==> config.mk <==
export PLATFORM = sky130hd
export DESIGN_NAME = fetch_unit
export DESIGN_NICKNAME = d
export VERILOG_FILES = /design/src/rtl/fetch_unit_pkg.sv /design/src/rtl/fetch_unit_target_lut.sv /design/src/rtl/fetch_unit.sv
export SDC_FILE = /design/constraint.sdc
export NUM_CORES = 1
export LEC_CHECK = 0
export CAP_MARGIN = 20
export CORE_MARGIN = 1.5
export CORE_UTILIZATION = 49
export CTS_CLUSTER_SIZE = 8
export DETAILED_ROUTE_END_ITERATION = 16
export GPL_TIMING_DRIVEN = 0
export PLACE_DENSITY = 0.78
export SYNTH_ARGS = -nofsm -noshare
export SYNTH_HDL_FRONTEND = slang
export SYNTH_SLANG_ARGS = --single-unit
==> constraint.sdc <==
create_clock -name Clk -period 2.17 [get_ports Clk]
set_input_delay 0.3255 -clock Clk [delete_from_list [all_inputs] [get_ports Clk]]
set_output_delay 0.3255 -clock Clk [all_outputs]
set_load 0.02 [all_outputs]
==> src/rtl/fetch_unit_pkg.sv <==
// Shared definitions for the fetch sequencer: FSM state encoding, PC width
// and the fixed branch-target LUT contents.
package fetch_unit_pkg;

  typedef enum logic [1:0] {
    IDLE = 2'd0,
    RUN  = 2'd1,
    DONE = 2'd2
  } fetch_state_t;

  localparam int unsigned PC_W = 10;

  // Entry 1 is a backward offset of 4 once truncated to the PC width.
  localparam int TARG_0 = 0;
  localparam int TARG_1 = -4;
  localparam int TARG_2 = 16;
  localparam int TARG_3 = 32;

endpackage

==> src/rtl/fetch_unit_target_lut.sv <==
// Branch-target LUT: 2-bit index to a PW-bit absolute address or signed offset.
module target_lut
  import fetch_unit_pkg::*;
#(
  parameter int unsigned PW = PC_W
) (
  input  logic [1:0]    idx,
  output logic [PW-1:0] targ
);

  always_comb begin
    targ = '0;
    unique case (idx)
      2'd0: targ = PW'(TARG_0);
      2'd1: targ = PW'(TARG_1);
      2'd2: targ = PW'(TARG_2);
      2'd3: targ = PW'(TARG_3);
      default: targ = '0;
    endcase
  end

endmodule

==> src/rtl/fetch_unit.sv <==
// PC register and IDLE/RUN/DONE fetch sequencer for the 9-bit core.
// Optional RUN-cycle counter enabled by defining FETCH_CYCLE_COUNT_EN.
module fetch_unit
  import fetch_unit_pkg::*;
#(
  parameter int unsigned    PW        = PC_W,
  parameter logic [PW-1:0]  StartAddr = '0
) (
  input  logic          Clk,
  input  logic          Reset,
  input  logic          Start,
  input  logic          Branch,
  input  logic          BranchEn,
  input  logic [1:0]    PCTarg,
  input  logic          Zero,
  input  logic          Ack,
`ifdef FETCH_CYCLE_COUNT_EN
  output logic [15:0]   CycleCnt,
`endif
  output logic [PW-1:0] ProgCtr,
  output logic          Busy,
  output logic          Done
);

  fetch_state_t  state, state_n;
  logic [PW-1:0] pc, pc_n;
  logic [PW-1:0] targ;

  target_lut #(.PW(PW)) u_lut (
    .idx  (PCTarg),
    .targ (targ)
  );

  always_ff @(posedge Clk or negedge Reset) begin
    if (!Reset) begin
      state <= IDLE;
      pc    <= StartAddr;
    end else begin
      state <= state_n;
      pc    <= pc_n;
    end
  end

  always_comb begin
    state_n = state;
    pc_n    = pc;
    unique case (state)
      IDLE, DONE: begin
        if (Start) begin
          state_n = RUN;
          pc_n    = StartAddr;
        end
      end
      RUN: begin
        // Ack freezes PC on the halt instruction itself.
        if (Ack)
          state_n = DONE;
        else if (Branch)
          pc_n = targ;
        else if (BranchEn && Zero)
          pc_n = pc + targ;
        else
          pc_n = pc + PW'(1);
      end
      default: begin
        state_n = IDLE;
        pc_n    = StartAddr;
      end
    endcase
  end

  assign ProgCtr = pc;
  assign Busy    = (state == RUN);
  assign Done    = (state == DONE);

`ifdef FETCH_CYCLE_COUNT_EN
  logic [15:0] cnt;

  always_ff @(posedge Clk or negedge Reset) begin
    if (!Reset)
      cnt <= '0;
    else if (state != RUN && Start)
      cnt <= '0;
    else if (state == RUN && cnt != '1)
      cnt <= cnt + 16'd1;
  end

  assign CycleCnt = cnt;
`endif

endmodule

==> results.yml <==
run_status:
  run_status: "finished, final reports clean"
clocking:
  clock_tree.root_cell: "clkbuf_4"
  tritoncts.num_buffers: 3
  cts_tree: "done"
  clock_sink_count: 12
  clockBufferDepth: 2
  number_of_buffers_added_to_fix_hold_violations_after_cts: 0
  clkTransAtPathRegs_ps: 90
  cts_max_level: 1
  clkLatencyLatePin_ps: 290
timing:
  worst_hold_slack_ps: 390
  grt_setup_unrepaired: "no"
  timing.final.ws_setup_ps: 189
  timing_max_transition_violations_final: 0
  clock_skew_ps: 1.28
  post-route-min-period_ps: 1980
  setup_viol: 0
  worst_slew_pin_slew_ps: 554
  timing.slew.headroom_pct: 63.0
  fin_crit_sh_pct: 91.3
  hold_viol_final: 0
  maxClockFrequency_mhz: 505
placed_design:
  post_dp_area_sq_mm: 0.00114
  count_of_input_and_output_buffers: 20
  dp_worst_setup_slack_ps: -623
  place.detailed.hpwl_mm: 1.66
  finalWeightedCongestion: 0.835
  dpl.cell_count: 150
global_routing:
  overflow: 0
  grt_pass1_vias: 885
  grt_start_max_net_pins: 13
  antenna_found_initial: 0
  global_route.usage.total_pct: 25.9
  grt_first_pass_wirelength_mm: 3.86
final_layout:
  fin_area_sq_mm: 0.00128
  utilization_pct: 74.1
  diodes: 0
  filler_cell_count: 142
  layoutNonFillerInstCount: 158
  area_delta_synth_final_pct: 40.5
  nNetsFinal: 154
  drive_gt1_share_pct: 16.5
power_and_ir_drop:
  power.static_leakage_uw: 0.000585
  pwr_density_cell_mw_per_mm2: 652
  peakVddDrop_mv: 0.426
flow_run:
  max-cap-violations: 0
route:
  detail-route-antenna-nets: 0
  drt-initial-drc-count: 29
  routed-via-count: 912
  post-route-drc-count: 0
  drt-total-wl_mm: 2.43
  detail_route.first_pass.iterations: 4
  routed_via_density: 5.77
  wl_per_cell_um: 15.4
floorplan:
  die-area_sq_mm: 0.00213
  start_util_pct: 52.8
  io-pin-count: 21
  die-height_um: 46.1
  core_area_sq_mm: 0.00173
  dieWidth_um: 46.1
  rows: 15
logic_synthesis:
  yosysTopAreaCell: "dfrtp_1"
  ys_ff_latch: 12
  synth-warning-count: 0
  post_synth_instance_area_sq_um: 911
  yosysSeqAreaShare_pct: 33.0
  postSynthAreaPerCell_sq_um: 8.67
  ys_types: 30
  netlist.area_leader.share_pct: 33.0
  post_synth_net_total: 125
  yosys-top-cells-area: "dfrtp_1 33%, ha_1 15%, nand2_1 6.6%"
  post_synth_inst_count: 105
setup_path:
  critPathArrivalTime_ps: 2160
  worstPathMaxFanout: 6
  critPathLaunchType: "primary input"
  crit_path_end_kind: "flip-flop"
  cp.required_ps: 2350
  setup.worst_path.class: "in -> reg"
  r2r_cells: 6
worst_hold_path:
  hold_class: "in -> async"
[layout by cell type, fill, tap and decap left out, types with 2 or more instances in the layout]
cell	instances
o21ai_1	3
ha_1	7
nor2_1	10
xor2_1	4
a21oi_1	9
inv_1	2
a21o_1	2
dfrtp_1	12
ha_4	3
buf_4	4
xnor2_1	2
mux2i_1	2
clkdlybuf4s50_1	18
a22o_1	3
o21a_1	3
dlygate4sd2_1	2
clkbuf_4	3
o21ai_0	8
nand2_1	16
[critical path: stages]
cell and delay, ps:
clkdlybuf4s50_1 420, and3_4 240, ha_4 170, or3_4 380, o22ai_4 170, xor2_1 170
o21ai_1 80, a22o_1 200
[per-stage QoR]
step / setup TNS (ps) / power, uW
after global routing: 0 / 877
after detailed placement: -3560 / 619
after CTS: 0 / 827
after floorplan: 0 / 484
final: 0 / 834
after global placement: -3360 / 607
[area by class of cell]
cell class	count	area (sq um)	area share, %
plain buffers	1	5.00	0.391
repair buffers	24	228	17.8
flip-flops and latches	12	300	23.5
well taps	25	31.3	2.44
clock buffers	4	36.3	2.83
multi-input cells	89	668	52.2
inverters	3	11.3	0.880
[cells in the mapped netlist]
master / n
dfrtp_1: 12
and3_2: 1
and3_1: 1
buf_2: 1
a21oi_1: 10
or3_1: 1
nor2b_1: 1
o2111a_1: 1
a21o_1: 2
o2111ai_1: 1
xnor2_1: 2
a22o_1: 3
a21o_2: 1
xor2_1: 4
and2_1: 1
o21ai_1: 3
o21ai_0: 8
nor2_1: 10
inv_1: 3
o31ai_1: 1
o21a_1: 3
nand3_1: 1
nor3b_2: 1
mux2i_1: 2
nand2_1: 16
ha_1: 11
o21bai_1: 1
nor3_1: 1
o22ai_2: 1
nand4_1: 1
[cell families after synthesis]
family	count (synthesis)	share of synthesized area, %
compound gates	35	24.7
simple gates	35	17.4
flops	12	33.0
fa+ha+maj	11	15.1
xor+xnor	6	5.77
buf+inv	4	1.79
mux	2	2.20
[timing repair]
item,in CTS,in global routing
hold endpoints to repair,0,0
setup endpoints to repair,6,0
gates resized for setup,16,0
buffers inserted,4,0
[state kept, by name, summed over array words and instances, names as in the netlist]
register,cells
state,2
ProgCtr,10
[final timing paths]
check / startpoint / end / slack [ps]
max reg2reg: ProgCtr[4] / ProgCtr[5] / 420
min: Reset / ProgCtr[9] / 390
max: Zero / ProgCtr[5] / 190
max in group asynchronous: Reset / state[0] / 1420
min in group Clk: ProgCtr[0] / ProgCtr[0] / 530
min reg2reg: ProgCtr[0] / ProgCtr[0] / 530
[routing by layer]
layer	GRT usage, %	share of wire (%)	vias to the layer above
met5	0	0	-
met2	43.1	51	33
met1	31.6	42	432
met3	7.06	4.7	10
li1	-	-	437
met4	9.71	2.3	0
[where the power goes]
group | total [uW] | leakage [uW] | internal, uW | switching (uW)
registers | 297 | 0.000161 | 259 | 38.1
logic | 344 | 0.000403 | 158 | 185
clock network | 194 | 0.0000210 | 102 | 91.6
(Power assumes the default switching activity.)
